### src/rtl/pw_ctrl_pkg.sv
// Shared definitions for the password-entry sequencer.
//   pw_state_e : FSM state encoding, also driven out on state_out.
//   KEY_*      : index of each push-button in key_n and in the event vector.
package pw_ctrl_pkg;

  typedef enum logic [2:0] {
    ENTRY   = 3'd0,
    CHECK   = 3'd1,
    GRANTED = 3'd2,
    DENIED  = 3'd3,
    LOCKED  = 3'd4
  } pw_state_e;

  localparam int KEY_DIGIT  = 0;
  localparam int KEY_SUBMIT = 1;
  localparam int KEY_CLEAR  = 2;
  localparam int NUM_KEYS   = 3;

endpackage

### src/rtl/key_debounce.sv
// Debouncer for one active-low push-button.
//   gclk  : clock (rising edge)
//   rst   : asynchronous active-high reset, debouncer comes up released
//   key_n : raw button, active low
//   press : one-cycle pulse when the debounced level goes 1 -> 0
// The debounced level follows the synchronized input only after it has held a
// new value for DEBOUNCE_CYCLES consecutive samples; a sample that matches the
// current level again clears the run. Press latency from a clean raw edge is
// DEBOUNCE_CYCLES+2 (two synchronizer stages, then the run length).
module key_debounce #(
  parameter int DEBOUNCE_CYCLES = 1000000
) (
  input  logic gclk,
  input  logic rst,
  input  logic key_n,
  output logic press
);
  localparam int CW = $clog2(DEBOUNCE_CYCLES + 1);

  logic          sync1, sync2, level;
  logic [CW-1:0] cnt;

  always_ff @(posedge gclk or posedge rst) begin
    if (rst) begin
      sync1 <= 1'b1;
      sync2 <= 1'b1;
      level <= 1'b1;
      cnt   <= '0;
      press <= 1'b0;
    end else begin
      sync1 <= key_n;
      sync2 <= sync1;
      press <= 1'b0;
      if (sync2 == level) begin
        cnt <= '0;
      end else if (cnt == CW'(DEBOUNCE_CYCLES - 1)) begin
        level <= sync2;
        cnt   <= '0;
        // old level 1 means this flip is the press edge; releases stay silent
        press <= level;
      end else begin
        cnt <= cnt + 1'b1;
      end
    end
  end

endmodule

### src/rtl/password_check_ctrl.sv
// Password-entry sequencer.
//   ref_clk_clk / ref_reset_reset : clock, asynchronous active-high reset
//   key_n[2:0]   : raw buttons (digit, submit, clear), active low; [3] unused
//   digit_in     : BCD digit from the switches
//   pw_wr/pw_data: one-cycle load of a new stored password (first digit in MSN)
//   entry_digits/entry_count : digits collected so far
//   state_out, granted, denied, locked, tries_left : registered status
module password_check_ctrl
  import pw_ctrl_pkg::*;
#(
  parameter int                    PW_LEN          = 4,
  parameter logic [4*PW_LEN-1:0]   DEFAULT_PW      = 16'h1234,
  parameter int                    DEBOUNCE_CYCLES = 1000000,
  parameter int                    MAX_TRIES       = 3,
  parameter int                    SHOW_CYCLES     = 100000000,
  parameter int                    LOCK_CYCLES     = 500000000
) (
  input  logic                               ref_clk_clk,
  input  logic                               ref_reset_reset,
  input  logic [3:0]                         key_n,
  input  logic [3:0]                         digit_in,
  input  logic                               pw_wr,
  input  logic [4*PW_LEN-1:0]                pw_data,
  output logic [4*PW_LEN-1:0]                entry_digits,
  output logic [$clog2(PW_LEN+1)-1:0]        entry_count,
  output logic [2:0]                         state_out,
  output logic                               granted,
  output logic                               denied,
  output logic                               locked,
  output logic [$clog2(MAX_TRIES+1)-1:0]     tries_left
);
  localparam int CW    = $clog2(PW_LEN + 1);
  localparam int TRW   = $clog2(MAX_TRIES + 1);
  localparam int MAX_T = (SHOW_CYCLES > LOCK_CYCLES) ? SHOW_CYCLES : LOCK_CYCLES;
  localparam int TMW   = $clog2(MAX_T + 1);

  logic [NUM_KEYS-1:0] key_evt;
  logic                unused_key;
  assign unused_key = key_n[3];

  for (genvar k = 0; k < NUM_KEYS; k++) begin : g_db
    key_debounce #(.DEBOUNCE_CYCLES(DEBOUNCE_CYCLES)) u_db (
      .gclk  (ref_clk_clk),
      .rst   (ref_reset_reset),
      .key_n (key_n[k]),
      .press (key_evt[k])
    );
  end

  pw_state_e           state, state_nxt;
  logic [4*PW_LEN-1:0] stored_pw, digits_nxt;
  logic [CW-1:0]       count_nxt;
  logic [TRW-1:0]      tries_nxt;
  logic [TMW-1:0]      timer;

  assign state_out = state;

  always_comb begin
    state_nxt  = state;
    digits_nxt = entry_digits;
    count_nxt  = entry_count;
    tries_nxt  = tries_left;
    case (state)
      ENTRY: begin
        // clear > submit > digit; only the winner acts
        if (key_evt[KEY_CLEAR]) begin
          digits_nxt = '0;
          count_nxt  = '0;
        end else if (key_evt[KEY_SUBMIT]) begin
          if (entry_count == CW'(PW_LEN)) state_nxt = CHECK;
        end else if (key_evt[KEY_DIGIT] && entry_count < CW'(PW_LEN) &&
                     digit_in <= 4'd9) begin
          digits_nxt = {entry_digits[4*PW_LEN-5:0], digit_in};
          count_nxt  = entry_count + 1'b1;
        end
      end
      CHECK: begin
        digits_nxt = '0;
        count_nxt  = '0;
        // stored_pw is the pre-write value even if pw_wr fires this cycle
        if (entry_digits == stored_pw) begin
          state_nxt = GRANTED;
          tries_nxt = TRW'(MAX_TRIES);
        end else begin
          tries_nxt = tries_left - 1'b1;
          state_nxt = (tries_left == TRW'(1)) ? LOCKED : DENIED;
        end
      end
      GRANTED, DENIED: begin
        if (timer == TMW'(SHOW_CYCLES - 1)) state_nxt = ENTRY;
      end
      LOCKED: begin
        if (timer == TMW'(LOCK_CYCLES - 1)) begin
          state_nxt = ENTRY;
          tries_nxt = TRW'(MAX_TRIES);
        end
      end
      default: state_nxt = ENTRY;
    endcase
  end

  always_ff @(posedge ref_clk_clk or posedge ref_reset_reset) begin
    if (ref_reset_reset) begin
      state        <= ENTRY;
      entry_digits <= '0;
      entry_count  <= '0;
      tries_left   <= TRW'(MAX_TRIES);
      stored_pw    <= DEFAULT_PW;
      timer        <= '0;
      granted      <= 1'b0;
      denied       <= 1'b0;
      locked       <= 1'b0;
    end else begin
      state        <= state_nxt;
      entry_digits <= digits_nxt;
      entry_count  <= count_nxt;
      tries_left   <= tries_nxt;
      granted      <= (state_nxt == GRANTED);
      denied       <= (state_nxt == DENIED);
      locked       <= (state_nxt == LOCKED);
      if (pw_wr) stored_pw <= pw_data;
      // restart on every state change, saturate instead of wrapping
      if (state_nxt != state)  timer <= '0;
      else if (timer != '1)    timer <= timer + 1'b1;
    end
  end

endmodule

### config.mk
export PLATFORM = sky130hd
export DESIGN_NAME = password_check_ctrl
export DESIGN_NICKNAME = d
export VERILOG_FILES = /design/src/rtl/pw_ctrl_pkg.sv /design/src/rtl/key_debounce.sv /design/src/rtl/password_check_ctrl.sv
export SDC_FILE = /design/constraint.sdc
export NUM_CORES = 1
export LEC_CHECK = 0
export ABC_AREA = 1
export BUFFER_PORTS_ARGS = -buffer_cell sky130_fd_sc_hd__buf_2
export CELL_PAD_IN_SITES_DETAIL_PLACEMENT = 1
export CELL_PAD_IN_SITES_GLOBAL_PLACEMENT = 1
export CORE_ASPECT_RATIO = 1.2
export CORE_UTILIZATION = 43
export CTS_BUF_LIST = sky130_fd_sc_hd__clkbuf_8
export CTS_CLUSTER_SIZE = 40
export DETAILED_ROUTE_END_ITERATION = 16
export PLACE_DENSITY = 0.83
export SLEW_MARGIN = 20
export SYNTH_ARGS = -nofsm -noshare
export SYNTH_HDL_FRONTEND = slang
export SYNTH_SLANG_ARGS = --single-unit
### constraint.sdc
create_clock -name ref_clk_clk -period 5.98 [get_ports ref_clk_clk]
set_clock_uncertainty 0.1 [all_clocks]
set_input_delay 1.794 -clock ref_clk_clk [delete_from_list [all_inputs] [get_ports ref_clk_clk]]
set_output_delay 1.794 -clock ref_clk_clk [all_outputs]
set_load 0.02 [all_outputs]
==> impl_metrics.toml, run 1 <==
[floorplan]
initial_core_util_pct = 44.3
die_area_um2 = 18000
rows = 52
ios = 54
die_w_um = 123
coreArea_um2 = 17000
die_h_um = 147

[cts]
cts_tree = "yes"
cts_setup_buffers = 0
cts_resized = 0
cts.sinks = 144
clockBufferDepth = 2
ctsRootBufferMaster = "clkbuf_8"
cts_buffers = 17
hold_buffers = 0
clk_latency_ns = 0.46
cts-htree-levels = 4
path_clk_slew_ns = 0.08

[worst_setup_path]
r2r_cells = 9
start_kind = "primary input"
reg2reg_from = "state_out[2]"
cp_data_required_time_ns = 6.25
cp_max_fo = 38
end_kind = "register"
startpoint = "digit_in[2]"
worstSetupPathType = "in -> reg"
worstPathArrival_ns = 3.56

[finish]
final_area_um2 = 8410
nets = 1023
layout_common_cells = "188 x nand2_1, 141 x inv_1, 128 x dfrtp_1"
syn2layout_area_growth_pct = 11.8
fin_util_pct = 49.5
drive_above_1_share_pct = 15.8
antenna_cells = 0
finalNonFillerCells = 1218
final_common_cell = "nand2_1"
fillers = 2089

[timing]
fin_crit_ns = 3.30
finalWorstSetupSlack_ns = 2.68
slew_headroom_pct = 35.0
holdWs_ns = 0.258
fin_crit_sh_pct = 55.1
setup_tns_ns = 0
rsz0062_at_grt = "false"
tightest_slew_ns = 0.974
maxSlewViolCount = 0
finalHoldViolCount = 0
clock.fmax_mhz = 303
setup_viol = 0

[drt]
wl_per_cell_um = 14.6
routed_wl_um = 17800
dr_wl_met3_um = 325
viasPerCell = 5.15
wl_met1_um = 7700
drtIter0Drc = 296
vias = 6267
postRouteAntennaNets = 0
dr.pass1.iters = 4
drc_errors = 0
route.met2.wl_um = 9320
highest_layer = "met4"

[pwr]
powerDensity_nw_per_um2 = 224
sw_frac_of_total_pct = 23.2
irDropWorstVdd_uv = 125
combinationalPowerShare_pct = 4.1
power.total_mw = 1.88
power.leakage_nw = 4.06
netSwitchingPower_mw = 0.436
seqPwrFrac_pct = 53.4
power_frac_clock_pct = 42.5
intPower_mw = 1.45

[synth]
synthCells = 929
yosysTopAreaCell = "dfrtp_1"
synth_xor_area_share_pct = 4.77
synth_top_area_share_pct = 42.6
synth_flop_cell = "dfrtp_1"
syn_area_um2 = 7520
synth_cell_types = 40
synth_nets = 963
synth_compound_area_share_pct = 6.62
synth_warnings = 0
yosys.area_share.simple_pct = 30.5
synth.area.mux_share_pct = 0.549
synth_seq_cells = 144
synth_top_family_by_area = "simple AND/OR/NAND/NOR gates"
syn_avg_cell_area_um2 = 8.10
synth_edf_count = 0
async_flop_share_pct = 100
synth-seq-area-share_pct = 48.2
yosys-top-cells-area = "dfrtp_1 43%, nand2_1 9.4%, inv_1 6.9%, dfstp_2 5.6%, nor2_1 5.1%"
synth_fa_ha_area_share_pct = 1.16

[placement]
gp_congestion = 0.822
dp_slack_ns = 2.14
port_buffers = 52
place_inst = 1186
place_area_um2 = 8000
dp_hpwl_um = 12900

[run]
drv_cap = 0

[hold_path]
hold_class = "reg -> reg"
hold_path_depth = 0
worstHoldStart = "g_db[0].u_db.sync1"

[global_routing]
grt_pass1_vias = 6715
grt_max_degree = 89
antenna_found_initial = 0
overflow = 0
gr-usage-all-layers_pct = 21.9
grt_pass1_wl_um = 31200

[run_status]
status = "complete, no violations"
==> worst max-delay path, cell delays in order <==
cell	delay (ns)
buf_2	0.11
o21a_1	0.20
o21ai_0	0.19
nand2_1	0.07
inv_1	0.71
nand2_1	0.14
xor2_1	0.18
a21oi_1	0.16
==> kinds of logic (layout without fill, tap and decap cells) <==
family / after synthesis / count (layout)
AND/OR/NAND/NOR: 483 / 483
XOR/XNOR: 41 / 41
buffers and inverters: 157 / 230
flip-flops: 144 / 144
AO/OA/AOI/OAI: 93 / 93
multiplexers: 4 / 4
adder cells (fa/ha/maj): 7 / 7
==> synth_stat cells (all sizes together), types with 9 or more instances <==
master  instances
o21ai          55
inv           143
nor4           15
nor2          135
dfrtp         128
nand4          30
a21oi          26
xor2           34
dfstp          16
nand3          66
nand2         194
nor3b           9
nor3           30
==> path summary, 6_finish.rpt <==
check | endpoint | slack, ns
worst max-delay path | entry_count[2] | 2.68
worst min-delay path | g_db[0].u_db.sync2 | 0.26
worst max register to register | entry_count[2] | 3.59
worst min register to register | g_db[0].u_db.sync2 | 0.26
max in group asynchronous | g_db[2].u_db.cnt[17] | 3.44
min in group asynchronous | g_db[1].u_db.cnt[6] | 1.39
==> power groups by stage <==
stage | registers (mW) | clock network, mW | logic [mW]
after global placement | 1.02 | 0 | 0.0763
after CTS | 1.00 | 0.825 | 0.0805
final | 1.00 | 0.800 | 0.0771
after detailed placement | 1.02 | 0 | 0.0795
after global routing | 1.01 | 0.865 | 0.0916
after floorplan | 1.02 | 0 | 0.0518
==> metal layers <==
metal | vias to the layer above | GRT usage [%]
li1 | 3097 | -
met1 | 3078 | 26.3
met2 | 65 | 38.2
met3 | 27 | 3.80
met4 | 0 | 8.72
met5 | - | 0
==> registers in the layout, indices dropped and copies added, names as in the netlist <==
register	count
state_out	3
g_db.u_db.level	3
stored_pw	16
entry_count	3
timer	29
g_db.u_db.cnt	60
g_db.u_db.sync1	3
denied	1
g_db.u_db.sync2	3
locked	1
granted	1
tries_left	2
g_db.u_db.press	3
entry_digits	16
==> final cells by class <==
cell class / instances / area [um^2] / area share, %
tap: 216 / 270 / 3.21
clock inverter: 13 / 149 / 1.77
timing repair buffer: 55 / 283 / 3.36
inverter: 143 / 542 / 6.44
multi-input combinational: 628 / 3280 / 39.0
clock buffer: 19 / 262 / 3.11
sequential: 144 / 3620 / 43.1
Power figures use the tool's default switching activity.
==> run 2: changes to the inputs <==
--- a/config.mk
+++ b/config.mk
@@ -5,16 +5,16 @@
 export SDC_FILE = /design/constraint.sdc
 export NUM_CORES = 1
 export LEC_CHECK = 0
-export ABC_AREA = 1
+export ABC_AREA = 0
 export BUFFER_PORTS_ARGS = -buffer_cell sky130_fd_sc_hd__buf_2
 export CELL_PAD_IN_SITES_DETAIL_PLACEMENT = 1
 export CELL_PAD_IN_SITES_GLOBAL_PLACEMENT = 1
 export CORE_ASPECT_RATIO = 1.2
-export CORE_UTILIZATION = 43
+export CORE_UTILIZATION = 49
 export CTS_BUF_LIST = sky130_fd_sc_hd__clkbuf_8
 export CTS_CLUSTER_SIZE = 40
 export DETAILED_ROUTE_END_ITERATION = 16
-export PLACE_DENSITY = 0.83
+export PLACE_DENSITY = 0.86
 export SLEW_MARGIN = 20
 export SYNTH_ARGS = -nofsm -noshare
 export SYNTH_HDL_FRONTEND = slang
==> constraint.sdc (replaced) <==
create_clock -name ref_clk_clk -period 3.2 [get_ports ref_clk_clk]
set_clock_uncertainty 0.1 [all_clocks]
set_input_delay 0.96 -clock ref_clk_clk [delete_from_list [all_inputs] [get_ports ref_clk_clk]]
set_output_delay 0.96 -clock ref_clk_clk [all_outputs]
set_load 0.02 [all_outputs]
==> run 2 against run 1 <==
Net effect: the flow now finishes with violations (DRC); final area down 6.3%; first-iteration DRC count down 8.1%; highest routed layer unchanged; non-clock buffer count up 6; hold slack worse by 0.0011 ns; total power up 90%; final cell count down 24%; synthesized cell count down 26%; core utilization up 7.3 points.
==> impl_metrics.toml, run 2 <==
[worst_setup_path]
cp_top_family = "simple AND/OR/NAND/NOR gates"
max_stage_delay_ns = 0.58
start_kind = "register"
reg2reg_from = "timer[16]"
r2r-end = "timer[27]"
worstSetupPathType = "reg -> reg"
r2r_cells = 6
critPathBufInv = 1
cp_data_required_time_ns = 3.47
r2r_slack_ns = 0.57
cp_max_fo = 11
path_cells = "nand4_1 > nor3_2 > buf_4 > nand3_1 > or4_1 > a211oi_1"
worstPathArrival_ns = 2.89
slowest_stage = "nor3_2"
end_kind = "register"

[drt]
route.met2.wl_um = 9010
drc_errors = 10
dr.pass1.iters = 10
dr_wl_met3_um = 490
wl_met1_um = 6990
vias = 5429
wl_per_cell_um = 18.2
viasPerCell = 5.86
drtIter0Drc = 272
routed_wl_um = 16900
postRouteAntennaNets = 0
highest_layer = "met4"

[floorplan]
ios = 54
coreArea_um2 = 13900
die_area_um2 = 14700
die_h_um = 133
die_w_um = 111
rows = 47
initial_core_util_pct = 50.3

[global_routing]
grt_max_degree = 93
grt_pass1_wl_um = 29000
gr-usage-all-layers_pct = 24.8
grt_pass1_vias = 5963
antenna_found_initial = 0
overflow = 0

[pwr]
powerDensity_nw_per_um2 = 454
power.leakage_nw = 3.39
power.total_mw = 3.58
irDropWorstVdd_uv = 237

[hold_path]
worstHoldStart = "g_db[1].u_db.sync1"
hold_path_depth = 0
whs_endpoint = "g_db[1].u_db.sync2"
hold_class = "reg -> reg"

[finish]
largest_register = "g_db.u_db.cnt"
final_common_cell = "dfrtp_1"
antenna_cells = 0
reg_top3 = "g_db.u_db.cnt x60, timer x29"
final_area_um2 = 7890
drive_above_1_share_pct = 18.5
syn2layout_area_growth_pct = 13.0
nets = 777
layout_common_cells = "128 x dfrtp_1, 78 x nor2_1, 65 x nand2_1"
largest_reg_flops = 60

[placement]
gp_congestion = 0.835
dp_slack_ns = 0.313
place_area_um2 = 7440
port_buffers = 52
dp_hpwl_um = 11700

[synth]
synthCells = 686
synth_cell_types = 50
synth_xor_area_share_pct = 11.3
yosysTopAreaCell = "dfrtp_1"
async_flop_share_pct = 100
synth_seq_cells = 144
synth_top_family_by_area = "simple AND/OR/NAND/NOR gates"
synth_flop_cell = "dfrtp_1"
synth_common_cells = "128 x dfrtp_1, 78 x nor2_1, 65 x nand2_1, 46 x xor2_1, 44 x xnor2_1"
yosys-top-cells-area = "dfrtp_1 46%, dfstp_2 6.0%, xor2_1 5.8%, xnor2_1 5.5%, nor2_1 4.2%"
syn_area_um2 = 6980
synth_warnings = 0
synth.area.mux_share_pct = 3.37
yosys.area_share.simple_pct = 23.3
synth-seq-area-share_pct = 51.9
synth_nets = 720
yosysMostFrequentCell = "dfrtp_1"
synth_edf_count = 0
synth_fa_ha_area_share_pct = 1.25
synth_top_area_share_pct = 45.9
synth_compound_area_share_pct = 6.51
syn_avg_cell_area_um2 = 10.2

[timing]
finalWorstSetupSlack_ns = 0.572
clock.fmax_mhz = 381
rsz0062_at_grt = "false"
maxSlewViolCount = 0
setup_viol = 0
setup_tns_ns = 0
fin_crit_ns = 2.63
slew_headroom_pct = 49.4
fin_crit_sh_pct = 82.1
tightest_slew_ns = 0.756
finalHoldViolCount = 0

[cts]
cts_resized = 0
cts.sinks = 144
hold_buffers = 0
ctsRootBufferMaster = "clkbuf_8"
cts_tree = "yes"
clk_latency_ns = 0.46
cts_buffers = 17
cts_setup_buffers = 0
path_clk_slew_ns = 0.07
clockBufferDepth = 2
cts-htree-levels = 4

[run_status]
status = "complete, but fails checks"
violations = "DRC"

[run]
drv_cap = 0
==> run 2: cell count changes after synthesis, moves of 10 or more <==
cell,delta
inv_1,-124
nand2_1,-123
xnor2_1,+37
o21ai_0,-32
nor2_2,-29
nor2_1,-25
and3_1,+22
a21oi_1,-21
mux2_2,+19
nand3_1,-18
xor2_1,+12
a211oi_1,+10
==> run 2: worst max path at each step <==
stage | startpoint | endpoint | slack (ns) | cells after the start
3_5_place_dp | digit_in[2] | entry_digits[3] | 0.31 | 5
2_1_floorplan | ref_reset_reset | denied | 0.35 | 1
4_1_cts | g_db[0].u_db.cnt[0] | g_db[0].u_db.cnt[17] | 0.56 | 6
3_3_place_gp | digit_in[2] | entry_digits[0] | 0.49 | 5
6_report | timer[16] | timer[27] | 0.57 | 6
5_1_grt | g_db[0].u_db.cnt[0] | g_db[0].u_db.cnt[11] | 0.36 | 6
==> run 2: layer usage <==
metal  track usage, %  vias up
met1             28.9     2756
li1                 -     2536
met4             10.9        0
met2             45.0      103
met5                0        -
met3             4.08       34
==> run 2: worst reg2reg max path: stages (launching register included) <==
cell and delay (ns):
dfrtp_1 0.46, nand4_1 0.23, nor3_2 0.58, buf_4 0.27, nand3_1 0.14, or4_1 0.52
a211oi_1 0.24
==> run 2: layout make-up <==
type | count | area, um^2
repair buffers | 61 | 340
fillers | 1551 | 5990
clock inverters | 10 | 134
inverters | 15 | 60.1
multi-input cells | 504 | 3210
flip-flops and latches | 144 | 3620
clock buffers | 22 | 303
well taps | 171 | 214
==> run 2: report_power, final <==
group	internal [mW]	switching, mW	total, mW
logic	0.0519	0.0805	0.132
registers	1.86	0.0292	1.89
clock network	0.870	0.684	1.55
==> run 2: per-stage QoR <==
stage	cells	hold slack [ns]	util, %
after floorplan	686	0.245	-
after global placement	895	0.248	53.6
after detailed placement	895	0.248	53.6
after CTS	927	0.258	56.8
after global routing	927	0.262	56.8
final	927	0.257	56.8
==> run 2: kinds of logic after synthesis <==
logic type | Yosys count
buf+inv | 38
compound gates | 68
xor+xnor | 90
mux | 21
flops | 144
fa+ha+maj | 7
simple gates | 318
